[config.mk]
export PLATFORM = sky130hd
export DESIGN_NAME = alu_iter
export DESIGN_NICKNAME = d
export VERILOG_FILES = /design/src/rtl/alu_iter.sv
export SDC_FILE = /design/constraint.sdc
export NUM_CORES = 1
export LEC_CHECK = 0
export ABC_AREA = 1
export BUFFER_PORTS_ARGS = -buffer_cell sky130_fd_sc_hd__buf_2
export CELL_PAD_IN_SITES_DETAIL_PLACEMENT = 0
export CELL_PAD_IN_SITES_GLOBAL_PLACEMENT = 1
export CORE_ASPECT_RATIO = 0.7
export CORE_MARGIN = 2
export CORE_UTILIZATION = 35
export CTS_CLUSTER_DIAMETER = 40
export DETAILED_ROUTE_END_ITERATION = 10
export GPL_TIMING_DRIVEN = 0
export PLACE_DENSITY = 0.7
export SLEW_MARGIN = 30
export SYNTH_ARGS = -nofsm -noshare
export SYNTH_HDL_FRONTEND = slang
export SYNTH_SLANG_ARGS = --single-unit
[constraint.sdc]
create_clock -name clk_i -period 7.3 [get_ports clk_i]
set_input_delay 0.365 -clock clk_i [delete_from_list [all_inputs] [get_ports clk_i]]
set_output_delay 0.365 -clock clk_i [all_outputs]
set_load 0.02 [all_outputs]
[src/rtl/alu_iter.sv]
// alu_iter: multi-cycle ALU with valid/ready issue and writeback handshakes.
// Single-cycle logic/add/sub/shift ops, iterative shift-add multiply and,
// when ALU_ITER_DIV_EN is defined, iterative restoring divide (op 12).
// Ports: clk_i/rst_i (async active-high reset); in_valid_i/in_ready_o with
// op_i, a_i, b_i, flags_in_i {SF,ZF,PF,OF,CF}; out_valid_o/out_ready_i with
// result_o, result_hi_o, flags_out_o, wef_o, illegal_o; busy_o during ITER.
module alu_iter #(
  parameter int WIDTH = 32
) (
  input  logic             clk_i,
  input  logic             rst_i,
  input  logic             in_valid_i,
  output logic             in_ready_o,
  input  logic [3:0]       op_i,
  input  logic [WIDTH-1:0] a_i,
  input  logic [WIDTH-1:0] b_i,
  input  logic [4:0]       flags_in_i,
  output logic             out_valid_o,
  input  logic             out_ready_i,
  output logic [WIDTH-1:0] result_o,
  output logic [WIDTH-1:0] result_hi_o,
  output logic [4:0]       flags_out_o,
  output logic             wef_o,
  output logic             illegal_o,
  output logic             busy_o
);
  localparam int LW = $clog2(WIDTH);
  typedef enum logic [1:0] {IDLE, ITER, DONE} state_t;
  state_t state_q, state_d;
  logic [LW-1:0] cnt_q, cnt_d;
  logic last_q, last_d, neg_q, neg_d, wef_q, wef_d, ill_q, ill_d;
  logic [3:0] op_q, op_d;
  logic [WIDTH-1:0] m_q, m_d, hi_q, hi_d, lo_q, lo_d, res_q, res_d, rhi_q, rhi_d;
  logic [4:0] flg_q, flg_d, s_flags;
  logic accept, is_iter, is_div, s_of, s_cf, s_keep, s_ill, mul_of;
  logic [LW-1:0] sh;
  logic [WIDTH:0] add_w, sll_w, srl_w, sra_w, mul_w;
  logic [WIDTH-1:0] s_res, add_a, add_b, mag_a, mag_b;
  logic [2*WIDTH-1:0] prod;
`ifdef ALU_ITER_DIV_EN
  logic [WIDTH:0] div_w;
  logic div_ok;
  assign is_div = op_i == 4'd12;
`else
  assign is_div = 1'b0;
`endif
  assign in_ready_o = (state_q == IDLE) | (state_q == DONE & out_ready_i);
  assign accept = in_valid_i & in_ready_o;
  assign is_iter = op_i == 4'd10 | op_i == 4'd11 | is_div;
  assign out_valid_o = state_q == DONE;
  assign busy_o = state_q == ITER;
  assign result_o = res_q;
  assign result_hi_o = rhi_q;
  assign flags_out_o = flg_q;
  assign wef_o = wef_q & out_valid_o;
  assign illegal_o = ill_q & out_valid_o;
  // single-cycle datapath, evaluated directly on the offered operands
  always_comb begin
    sh = b_i[LW-1:0];
    add_a = op_i == 4'd5 ? '0 : a_i;
    add_b = op_i == 4'd0 ? b_i : ~b_i;
    add_w = {1'b0, add_a} + {1'b0, add_b} + {{WIDTH{1'b0}}, op_i != 4'd0};
    sll_w = {1'b0, a_i} << sh;
    srl_w = {a_i, 1'b0} >> sh;
    sra_w = $signed({a_i, 1'b0}) >>> sh;
    s_res = b_i;
    s_of = 1'b0;
    s_cf = 1'b0;
    s_keep = 1'b0;
    s_ill = 1'b0;
    case (op_i)
      4'd0: begin
        s_res = add_w[WIDTH-1:0];
        s_of = (a_i[WIDTH-1] ~^ b_i[WIDTH-1]) & (a_i[WIDTH-1] ^ add_w[WIDTH-1]);
        s_cf = add_w[WIDTH];
      end
      4'd1: s_res = a_i | b_i;
      4'd2: s_res = a_i & b_i;
      4'd3: s_res = a_i ^ b_i;
      4'd4: begin
        s_res = add_w[WIDTH-1:0];
        s_of = (a_i[WIDTH-1] ^ b_i[WIDTH-1]) & (a_i[WIDTH-1] ^ add_w[WIDTH-1]);
        s_cf = ~add_w[WIDTH];
      end
      4'd5: begin
        s_res = add_w[WIDTH-1:0];
        s_of = b_i == {1'b1, {(WIDTH-1){1'b0}}};
        s_cf = ~add_w[WIDTH];
      end
      4'd6: begin
        s_res = ~b_i;
        s_keep = 1'b1;
      end
      4'd7: begin
        s_res = sll_w[WIDTH-1:0];
        s_cf = sll_w[WIDTH];
        s_of = sll_w[WIDTH-1] ^ sll_w[WIDTH];
      end
      4'd8: begin
        s_res = srl_w[WIDTH:1];
        s_cf = srl_w[0];
        s_of = a_i[WIDTH-1];
      end
      4'd9: begin
        s_res = sra_w[WIDTH:1];
        s_cf = sra_w[0];
      end
      default: begin
        s_keep = 1'b1;
        s_ill = 1'b1;
      end
    endcase
    if (op_i inside {4'd7, 4'd8, 4'd9} && sh == '0) {s_of, s_cf} = flags_in_i[1:0];
    s_flags = s_keep ? flags_in_i : {s_res[WIDTH-1], s_res == '0, ~^s_res[7:0], s_of, s_cf};
  end
  // one radix-2 step: multiply adds m into hi when the low multiplier bit is set
  always_comb begin
    mul_w = {1'b0, hi_q} + (lo_q[0] ? {1'b0, m_q} : '0);
    prod = neg_q ? -{hi_q, lo_q} : {hi_q, lo_q};
    mul_of = op_q == 4'd10 ? prod[2*WIDTH-1:WIDTH] != '0 : prod[2*WIDTH-1:WIDTH] != {WIDTH{prod[WIDTH-1]}};
    mag_a = (op_i == 4'd11 && a_i[WIDTH-1]) ? -a_i : a_i;
    mag_b = (op_i == 4'd11 && b_i[WIDTH-1]) ? -b_i : b_i;
`ifdef ALU_ITER_DIV_EN
    div_w = {hi_q, lo_q[WIDTH-1]} - {1'b0, m_q};
    div_ok = ~div_w[WIDTH] | (m_q == '0);
`endif
  end
  always_comb begin
    state_d = state_q;
    cnt_d = cnt_q;
    last_d = last_q;
    neg_d = neg_q;
    op_d = op_q;
    m_d = m_q;
    hi_d = hi_q;
    lo_d = lo_q;
    res_d = res_q;
    rhi_d = rhi_q;
    flg_d = flg_q;
    wef_d = wef_q;
    ill_d = ill_q;
    if (accept && is_iter) begin
      state_d = ITER;
      cnt_d = {LW{1'b1}};
      last_d = 1'b0;
      op_d = op_i;
      neg_d = op_i == 4'd11 && (a_i[WIDTH-1] ^ b_i[WIDTH-1]);
      m_d = is_div ? b_i : mag_a;
      hi_d = '0;
      lo_d = is_div ? a_i : mag_b;
    end else if (accept) begin
      state_d = DONE;
      res_d = s_res;
      rhi_d = '0;
      flg_d = s_flags;
      wef_d = ~s_keep;
      ill_d = s_ill;
    end else if (state_q == DONE && out_ready_i) begin
      state_d = IDLE;
    end else if (state_q == ITER && last_q) begin
      // all steps done: apply sign correction and flags on the way to DONE
      state_d = DONE;
      wef_d = 1'b1;
      ill_d = 1'b0;
      {rhi_d, res_d} = prod;
      flg_d = {prod[2*WIDTH-1], prod == '0, ~^prod[7:0], mul_of, mul_of};
`ifdef ALU_ITER_DIV_EN
      if (op_q == 4'd12) begin
        res_d = lo_q;
        rhi_d = hi_q;
        flg_d = {lo_q[WIDTH-1], lo_q == '0, ~^lo_q[7:0], m_q == '0, 1'b0};
      end
`endif
    end else if (state_q == ITER) begin
      cnt_d = cnt_q - 1'b1;
      last_d = cnt_q == '0;
      hi_d = mul_w[WIDTH:1];
      lo_d = {mul_w[0], lo_q[WIDTH-1:1]};
`ifdef ALU_ITER_DIV_EN
      // restoring step; a zero divisor always "fits", giving all-ones / A
      if (op_q == 4'd12) begin
        hi_d = div_ok ? div_w[WIDTH-1:0] : {hi_q[WIDTH-2:0], lo_q[WIDTH-1]};
        lo_d = {lo_q[WIDTH-2:0], div_ok};
      end
`endif
    end
  end
  always_ff @(posedge clk_i or posedge rst_i) begin
    if (rst_i) begin
      state_q <= IDLE;
      cnt_q <= '0;
      last_q <= 1'b0;
      neg_q <= 1'b0;
      op_q <= '0;
      m_q <= '0;
      hi_q <= '0;
      lo_q <= '0;
      res_q <= '0;
      rhi_q <= '0;
      flg_q <= '0;
      wef_q <= 1'b0;
      ill_q <= 1'b0;
    end else begin
      state_q <= state_d;
      cnt_q <= cnt_d;
      last_q <= last_d;
      neg_q <= neg_d;
      op_q <= op_d;
      m_q <= m_d;
      hi_q <= hi_d;
      lo_q <= lo_d;
      res_q <= res_d;
      rhi_q <= rhi_d;
      flg_q <= flg_d;
      wef_q <= wef_d;
      ill_q <= ill_d;
    end
  end
endmodule

==> impl_metrics.tcl <==
set metrics [dict create \
    io_buffers 148 \
    antenna_found_initial 2 \
    vias 28070 \
    fin_skew_ns 0.01097 \
    syn_nets 3934 \
    crit_fanout 10 \
    start_kind "input pin" \
    vdd_drop_max_uv 172.5 \
    cts_tree "built" \
    layout-drive-gt1-share_pct 7.904 \
    ys_seq_area_share_pct 20.32 \
    rrSetupSlack_ns 3.59 \
    syn_area_um2 22160 \
    post_cts_buffers 0 \
    arrival_ns 5.68 \
    fin_setup_tns_ns 0 \
    fin_area_um2 24640 \
    worst_slew_pin_slew_ns 1.131 \
    yosysWarnings 0 \
    timing.hold.worst.class "input pin to flip-flop" \
    rr_startpoint "state_q[1]" \
    die_y_um 214.5 \
    synth_common_cells "nand2_1 (1180), nand3_1 (446), nor2_1 (365)" \
    grt_pass1_wl_mm 182.8 \
    grt_pass1_vias 25200 \
    yosysTopAreaCellShare_pct 20.32 \
    cp_slowest_stage_delay_ns 0.90 \
    place.gp.congestion 1.130 \
    num_rows 77 \
    endpoint_kind "flip-flop" \
    crit_type "input pin to flip-flop" \
    ys_dominant_reg_cell "dfrtp_1" \
    finalCritPeriodShare_pct 72.33 \
    cts_buffers 17 \
    track_usage_pct 38.66 \
    grt_max_degree 87 \
    drv_cap 0 \
    nets 4104 \
    fp.dieW_um 304.8 \
    ys_seq_elements 180 \
    rsz0062_at_grt "false" \
    drt_first_iter_violations 4408 \
    syn_avg_cell_area_um2 5.968 \
    whs_path_depth 4 \
    h-tree-depth 4 \
    clk_pin_slew_ns 0.08 \
    dp.cells 4693 \
    fill_cells 7105 \
    setup_viol 0 \
    synth_most_common_cell "nand2_1" \
    hp-start "out_ready_i" \
    avgViaCountPerCell 5.940 \
    wl_mm 129.9 \
    diodes 0 \
    io_pins 151 \
    ant_nets 0 \
    total_power_mw 3.178 \
    synth_top_cells_by_area "dfrtp_1 (20%), nand2_1 (20%), nand3_1 (10%)" \
    worst_r2r_path_depth 8 \
    syn_to_final_growth_pct 11.17 \
    layout_min_cycle_time_ns 5.280 \
    synth-async-reset-ratio_pct 100.0 \
    crit_slowest_cell "buf_1" \
    drv_slew 0 \
    hpwlAfterDp_mm 107.9 \
    hold_end "state_q[1]" \
    finalHoldViolations 0 \
    wire_per_inst_um 27.48 \
    cellPowerDensity_nw_per_um2 129.0 \
    worstPathCellList "buf_2 > buf_4 > buf_1 > buf_1 > xor2_1 > ha_1 > nor2_1 > a21oi_2 > nand2_1 > nand2_1 > or2_2 > nand3_1 > nand4_1 > o22ai_1 > ha_1 > nand3_1 > a21oi_1 > nand3_1 > nor2_1 > nand2_1 > nor2_1 > nand4_1 > a21oi_1" \
    ys_types 61 \
    insertion_delay_ns 0.47 \
    run_status "completed" \
    die-area_um2 65390 \
    required_ns 7.70 \
    worstReg2RegEnd "lo_q[3]" \
    final_cells 4726 \
    synth_edf_count 0 \
    cts.sink_count 180 \
    relSlewSlack_pct 24.59 \
    clockBufferDepth 2 \
    cts.root.buffer_cell "clkbuf_16" \
    drc 0 \
    grt-ovfl-total 0 \
    utilization_pct 39.16 \
    fmax_mhz 189.4 \
    start_util_pct 35.23 \
    power_leakage_nw 12.19 \
    core_area_um2 62910 \
    drtPass1Iterations 8 \
    placed_cell_area_um2 24020 \
    synth_cells 3714 \
    yosysTopAreaCell "dfrtp_1" \
]
==> how the worst max path moves through the flow <==
stage / start / end / slack, ns / cells past startpoint
6_report: b_i[3] / flags_out_o[3] / 2.02 / 23
5_1_grt: b_i[3] / flags_out_o[3] / 1.85 / 23
2_1_floorplan: rst_i / cnt_q[0] / 2.05 / 1
3_5_place_dp: b_i[3] / flags_out_o[3] / 1.82 / 23
3_3_place_gp: rst_i / ill_q / -0.47 / 2
4_1_cts: b_i[3] / flags_out_o[3] / 2.32 / 23
==> worst max-delay path, delay by kind of cell <==
kind,cells,cell delay [ns]
AO/OA/AOI/OAI,4,0.99
AND/OR/NAND/NOR,12,1.68
XOR/XNOR,1,0.16
buffers and inverters,4,1.81
adder cells (fa/ha/maj),2,0.66
==> area by class of cell <==
class	count	area, um2	area share, %
Clock buffer	18	439.2	1.782
Tap cell	829	1037	4.210
Inverter	356	1351	5.484
Multi-Input combinational cell	3028	15680	63.62
Clock inverter	14	166.4	0.6754
Buffer	150	659.4	2.676
Sequential cell	180	4504	18.28
Timing Repair Buffer	151	805.8	3.270
==> timing repair <==
item                                   CTS  global route
hold buffers                             1             0
endpoints found under the hold margin   47             0
resized for setup                        0             0
==> per-layer routing <==
layer / up-vias / wire length (um) / track usage, % / part of all wire [%]
li1: 12660 / - / - / -
met5: - / 32 / 0 / 0.025
met3: 205 / 21890 / 19.30 / 17
met4: 6 / 3074 / 7.888 / 2.4
met2: 1816 / 45040 / 47.32 / 35
met1: 13390 / 59850 / 58.37 / 46
==> sequential cells by signal (all words and copies together) (netlist names) <==
| signal | cells |
|---|---|
| lo_q | 32 |
| ill_q | 1 |
| hi_q | 32 |
| flags_out_o | 5 |
| m_q | 32 |
| last_q | 1 |
| cnt_q | 5 |
| neg_q | 1 |
| wef_q | 1 |
| result_hi_o | 32 |
| op_q | 4 |
| state_q | 2 |
| result_o | 32 |
==> report_power, final <==
group	switching (mW)	total [mW]	leakage (nW)	internal (mW)
combinational	0.852	1.15	10.1	0.296
sequential	0.0118	1.02	1.84	1.01
clock	0.483	1.01	0.297	0.525
==> metrics by stage <==
step / hold WS (ns) / setup WS (ns)
after global placement: 0.4385 / -0.4661
after CTS: 0.1891 / 2.324
final: 0.2021 / 2.020
after floorplan: 0.4223 / 2.048
after global routing: 0.2040 / 1.850
after detailed placement: 0.3998 / 1.819
==> cells by family (layout without fill, tap and decap cells) <==
family	after synthesis	in the layout	synth area share, %
compound gates	596	596	15.78
xor+xnor	120	120	4.861
fa+ha+maj	143	143	8.140
buf+inv	506	689	9.032
simple gates	2168	2168	41.81
flops	180	180	20.32
mux	1	1	0.04516
==> cell usage in the layout (no fill, tap or decap), drive strengths merged, types with 7 or more instances in the layout <==
cell type  instances
and2              13
a21o               8
clkbuf           114
o22ai             25
o221ai            43
dfrtp            180
o2111ai           11
clkinv             7
a21oi            157
nor2             392
nor4              10
nor3              53
xnor2             16
o31ai              8
o21ai            257
ha               141
o21a               8
xor2             104
o211ai            35
inv              360
nand3            452
nand3b             8
nand2           1189
nand4             40
buf              204
a221oi             7
a22oi             11
a31oi              9
or2                8
Power figures use the tool's default switching activity.
